$ cat config.mk
export PLATFORM = sky130hd
export DESIGN_NAME = clk_div_multi
export DESIGN_NICKNAME = d
export VERILOG_FILES = /design/src/rtl/clk_div_multi.sv
export SDC_FILE = /design/constraint.sdc
export NUM_CORES = 1
export LEC_CHECK = 0
export BUFFER_PORTS_ARGS = -buffer_cell sky130_fd_sc_hd__buf_2
export CORE_ASPECT_RATIO = 1.75
export CORE_MARGIN = 10
export CORE_UTILIZATION = 69
export DETAILED_ROUTE_END_ITERATION = 16
export MAX_ROUTING_LAYER = met4
export PLACE_DENSITY = 0.87
export SLEW_MARGIN = 20
export SYNTH_ARGS = -nofsm -noshare
export SYNTH_HDL_FRONTEND = slang
export SYNTH_SLANG_ARGS = --single-unit
$ cat constraint.sdc
create_clock -name i_clk -period 15.8 [get_ports i_clk]
set_input_delay 0.79 -clock i_clk [delete_from_list [all_inputs] [get_ports i_clk]]
set_output_delay 0.79 -clock i_clk [all_outputs]
set_load 0.02 [all_outputs]
$ cat src/rtl/clk_div_multi.sv
// Multi-channel programmable clock divider with shadowed divisor updates.
// Each channel produces a registered divided clock and a period-start tick.
module clk_div_multi #(
  parameter int p_channels    = 4,
  parameter int p_div_width   = 16,
  parameter int p_default_div = 2,
  localparam int c_cw = (p_channels > 1) ? $clog2(p_channels) : 1
) (
  input  logic                   i_clk,
  input  logic                   i_rst,
  input  logic                   i_cfg_valid,
  output logic                   o_cfg_ready,
  input  logic [c_cw-1:0]        i_cfg_ch,
  input  logic [p_div_width-1:0] i_cfg_div,
  input  logic                   i_sync,
  output logic [p_channels-1:0]  o_clk,
  output logic [p_channels-1:0]  o_tick,
  output logic [p_channels-1:0]  o_pending
);

  localparam logic [p_div_width-1:0] c_zero = {p_div_width{1'b0}};
  localparam logic [p_div_width-1:0] c_one  = {{(p_div_width-1){1'b0}}, 1'b1};
  localparam logic [p_div_width-1:0] c_def  = p_div_width'(p_default_div);

  logic [p_div_width-1:0] act_r [p_channels];
  logic [p_div_width-1:0] sh_r  [p_channels];
  logic [p_div_width-1:0] cnt_r [p_channels];
  logic [p_channels-1:0]  pend_r;
  logic [p_channels-1:0]  clk_r;
  logic [p_channels-1:0]  tick_r;
  logic                   restart_r;

  logic [p_div_width-1:0] act_s [p_channels];
  logic [p_div_width-1:0] sh_s  [p_channels];
  logic [p_div_width-1:0] cnt_s [p_channels];
  logic [p_channels-1:0]  pend_s;
  logic [p_channels-1:0]  clk_s;
  logic [p_channels-1:0]  tick_s;
  logic [p_channels-1:0]  hit_s;
  logic                   ready_s;
  logic                   accept_s;

  // A divisor of 0 or 1 means the channel is stopped.
  function automatic logic is_run(input logic [p_div_width-1:0] d);
    return (d[p_div_width-1:1] != {(p_div_width-1){1'b0}});
  endfunction

  // ceil(d/2) without widening: the result never exceeds 2^(w-1).
  function automatic logic [p_div_width-1:0] half_up(input logic [p_div_width-1:0] d);
    return (d >> 1) + {{(p_div_width-1){1'b0}}, d[0]};
  endfunction

  // Write handshake: blocked only while the addressed in-range channel is pending.
  always_comb begin
    ready_s = 1'b1;
    for (int c = 0; c < p_channels; c++) begin
      if ((int'(i_cfg_ch) == c) && pend_r[c]) begin
        ready_s = 1'b0;
      end else begin
        ready_s = ready_s;
      end
    end
    accept_s = i_cfg_valid && ready_s;
  end

  // Per-channel next state: shadow capture, divisor application, counter and output decode.
  always_comb begin
    for (int c = 0; c < p_channels; c++) begin
      hit_s[c]  = accept_s && (int'(i_cfg_ch) == c);
      act_s[c]  = act_r[c];
      sh_s[c]   = hit_s[c] ? i_cfg_div : sh_r[c];
      pend_s[c] = pend_r[c] | hit_s[c];
      cnt_s[c]  = cnt_r[c];
      if (i_sync) begin
        if (hit_s[c]) begin
          act_s[c] = i_cfg_div;
        end else if (pend_r[c]) begin
          act_s[c] = sh_r[c];
        end else begin
          act_s[c] = act_r[c];
        end
        pend_s[c] = 1'b0;
        cnt_s[c]  = c_zero;
      end else if (restart_r) begin
        cnt_s[c] = c_zero;
      end else if (!is_run(act_r[c])) begin
        // Stopped channels pick up a pending divisor right away.
        if (pend_r[c]) begin
          act_s[c]  = sh_r[c];
          pend_s[c] = 1'b0;
        end else begin
          act_s[c] = act_r[c];
        end
        cnt_s[c] = c_zero;
      end else if (cnt_r[c] == (act_r[c] - c_one)) begin
        if (pend_r[c]) begin
          act_s[c]  = sh_r[c];
          pend_s[c] = 1'b0;
        end else begin
          act_s[c] = act_r[c];
        end
        cnt_s[c] = c_zero;
      end else begin
        cnt_s[c] = cnt_r[c] + c_one;
      end
      if (!is_run(act_s[c])) begin
        cnt_s[c]  = c_zero;
        clk_s[c]  = 1'b0;
        tick_s[c] = 1'b0;
      end else begin
        clk_s[c]  = (cnt_s[c] < half_up(act_s[c]));
        tick_s[c] = (cnt_s[c] == c_zero);
      end
    end
  end

  // State and output registers; restart_r forces a fresh period on the first edge out of reset.
  always_ff @(posedge i_clk) begin
    if (i_rst) begin
      for (int c = 0; c < p_channels; c++) begin
        act_r[c] <= c_def;
        sh_r[c]  <= c_def;
        cnt_r[c] <= c_zero;
      end
      pend_r    <= {p_channels{1'b0}};
      clk_r     <= {p_channels{1'b0}};
      tick_r    <= {p_channels{1'b0}};
      restart_r <= 1'b1;
    end else begin
      for (int c = 0; c < p_channels; c++) begin
        act_r[c] <= act_s[c];
        sh_r[c]  <= sh_s[c];
        cnt_r[c] <= cnt_s[c];
      end
      pend_r    <= pend_s;
      clk_r     <= clk_s;
      tick_r    <= tick_s;
      restart_r <= 1'b0;
    end
  end

  assign o_cfg_ready = ready_s;
  assign o_clk       = clk_r;
  assign o_tick      = tick_r;
  assign o_pending   = pend_r;

endmodule

==> metrics.md <==
| Metric | Value |
|---|---|
| Drt first pass iters | 6 |
| Largest net degree at the start of global routing | 114 |
| CP Class | register to register |
| First-pass GRT wire length | 75,000 µm |
| Cell mode on critical path | ha_1 |
| Buffers on Ports | 34 |
| Critical Path AT | about 6.7 ns |
| Crit path depth | 25 |
| Site Rows | 72 |
| Tcrit/Tclk final | 0.398 |
| CTS Hold Buffers Added | 0 |
| Initial antenna violation count | 2 |
| Insertion delay to the later sink of the worst-skew pair | 0.53 ns |
| Library cells used by synthesis | 101 |
| Hold path depth | 2 |
| Hold Startpoint | sh_r[1][2]$_SDFFE_PP0P_ |
| Async S/R FF share, synth | 0 |
| Vias in the first global route | roughly 15,000 |
| DR vias/cell | 6.67 |
| Bufs on Longest Clock Path | 3 |
| Dpl cell area | 0.0157 mm² |
| DP HPWL | about 35,000 µm |
| DRC Markers | 0 |
| Comb power frac | 0.185 |
| Setup violators final | 0 |
| WL/cell | 20.4 µm |
| Drt total wl | about 47,000 µm |
| Synth Warn # | 0 |
| Post-synthesis cell count | 2,044 |
| Syn_area_per_cell | 7.60 µm² |
| TritonCTS clock tree | done |
| Max-slew violations | 0 |
| Total negative slack | 0 ns |
| Chip width | 133 µm |
| CP startpoint | act_r[3][0]$_SDFF_PP0_ |
| RSZ-0062 raised after global routing | no |
| Buffer and inverter count on the worst path | 1 |
| CP endpoint kind | register |
| Cells on worst reg2reg path | 25 |
| Fin area | 0.0165 mm² |
| Syn_nets | 2,142 |
| Total grt overflow | 0 |
| Core area | 0.0222 mm² |
| Maximum VDD drop | between 0.0001 and 0.00015 V |
| DR iter-0 viols | about 1,300 |
| EDFF count, synth | 0 |
| Die Span Y | ~220 µm |
| Layout Utilization | 0.745 |
| CP peak stage delay | 0.70 ns |
| Switching share of total power | 0.299 |
| Clock power share | 0.404 |
| CP Launch Type | register |
| Worst Path Required | 16.24 ns |
| Max Clock Freq | roughly 160 MHz |
| Clk sink count | 205 |
| Starting Density | 0.701 |
| Overall Power | 1350 µW |
| Seq pwr share | 0.411 |
| Nets | 2,091 |
| P&R area growth vs syn | 6.23% |
| CTS Buf Count | 22 |
| Outcome | finished clean |
| Synth Flop Type | dfxtp_1 |
| ANT nets after route | 0 |
| # IOs | 35 |
| CP max stage cell | or4b_2 |
| #FFs+latches synth | 205 |
| Critical R2R Launch | act_r[3][0]$_SDFF_PP0_ |
| Minimum clock period | 6.29 ns |
| Hold/Removal Path Class | register to register |
| CTS HTree Levels | 1 |
| Die Area | 0.0292 mm² |
| P_leak | 0.00608 µW |
| Pwr Density | 81.8 mW/mm² |
| Slew @ Worst Pin | 1.07 ns |
| P_int | 947 µW |
| GPL Wtd Cong | 1.03 |
| WHS | around 0.46 ns |
| CTS root buf | clkbuf_16 |
| Max Fanout on Critical Path | 7 |
| Resize count post-CTS | 0 |
| Postcts setup bufs | 0 |
| Slew HR | 0.283 |
| Clock Skew | 0.0209 ns |
| Register area share after synthesis | 0.264 |
| Worst path top cell family by delay | simple AND/OR/NAND/NOR gates |
| Final Hold Viols | 0 |
| Mapped Area | 0.0155 mm² |
| Max Cap Viol | 0 |
| Fraction of layout cells with a size suffix above 1 | 0.0891 |
| Routed via count | 15,399 |
| All-Layer GR Usage | 0.318 |
| Worst-path clk slew | 0.06 ns |
| Sw Pwr | 403 µW |
## logic make-up (layout without fill, tap and decap cells)
family | Yosys count | after routing | share of synthesized area
DFF | 205 | 205 | 0.264
buffers and inverters | 181 | 146 | 0.0471
and+or+nand+nor | 895 | 895 | 0.290
other | 0 | 2 | 0
AOI/OAI and AO/OA | 432 | 432 | 0.183
adders and majority gates | 76 | 76 | 0.0612
xor gates and xnor gates | 176 | 176 | 0.102
muxes | 79 | 79 | 0.0524
## metrics by stage
step                      worst slack (ns)  instances
after global placement                9.62       2265
after detailed placement              9.59       2265
after floorplan                      10.17       2044
final                                 9.51       2307
after global routing                  8.92       2307
after CTS                             9.57       2305
## path summary, 6_finish.rpt
check	slack, ns	to
hold / removal	0.46	sh_r[1][2]$_SDFFE_PP0P_
hold reg to reg	0.46	sh_r[1][2]$_SDFFE_PP0P_
setup / recovery	9.51	o_clk[3]$_SDFF_PP0_
setup reg to reg	9.51	o_clk[3]$_SDFF_PP0_
## final cells by class
cell class                      count  area [µm²]
Inverter                           49         184
Clock inverter                      7        76.3
Timing Repair Buffer               57         349
Antenna cell                        2        5.00
Fill cell                        1803        5660
Clock buffer                       33         693
Sequential cell                   205        4100
Multi-Input combinational cell   1658       10700
Tap cell                          296         370
## sequential cells by signal (all words and copies together) (netlist names)
name,flops
o_pending,4
o_tick,4
cnt_r,64
act_r,64
o_clk,4
sh_r,64
restart_r,1
## worst min-delay path, cell delays in order, from the launching register on
cell	delay, ns
dfxtp_1	0.31
nand2_1	0.05
a21oi_1	0.05
## cell usage after synthesis, drive strengths merged (36+ instances only)
| cell | instances | share of area |
|---|---|---|
| nand2 | 255 | 0.062 |
| dfxtp | 205 | 0.26 |
| nor2 | 203 | 0.049 |
| a21oi | 140 | 0.046 |
| clkbuf | 105 | 0.025 |
| xnor2 | 97 | 0.055 |
| o21ai | 91 | 0.030 |
| nor3 | 90 | 0.030 |
| ha | 76 | 0.061 |
| xor2 | 76 | 0.043 |
| nand3 | 64 | 0.021 |
| mux2i | 60 | 0.039 |
| inv | 47 | 0.011 |
| nor2b | 40 | 0.016 |
| nor4 | 36 | 0.016 |
## power groups by stage
stage	logic (µW)	registers, µW	clock network [µW]
after floorplan	184	557	0
after global placement	239	564	0
after detailed placement	244	565	0
after CTS	245	553	547
after global routing	272	556	565
final	250	554	545
## layout by cell type (no fill, tap or decap), drive strengths merged, types with 11 or more instances in the layout
master / n
nand3: 64
nor4: 36
nand3b: 11
mux2: 19
mux2i: 60
nor3b: 11
nand2: 255
nor2b: 40
dfxtp: 205
nor3: 90
o21ai: 91
ha: 76
xnor2: 97
clkbuf: 33
inv: 48
a31oi: 23
a21o: 21
o211ai: 21
nand4: 32
buf: 57
or4: 25
xor2: 76
o22ai: 12
or2: 29
a21oi: 140
and3: 25
or3: 17
nand2b: 20
nor2: 203
## layer usage
metal | global-route usage | up-vias | routed length, µm
met5 | - | - | 0
met4 | 0.235 | 0 | 3860
met3 | 0.0367 | 248 | 2740
met2 | 0.542 | 706 | 23300
met1 | 0.332 | 7206 | 17100
li1 | - | 7239 | -
(Power assumes the default switching activity.)
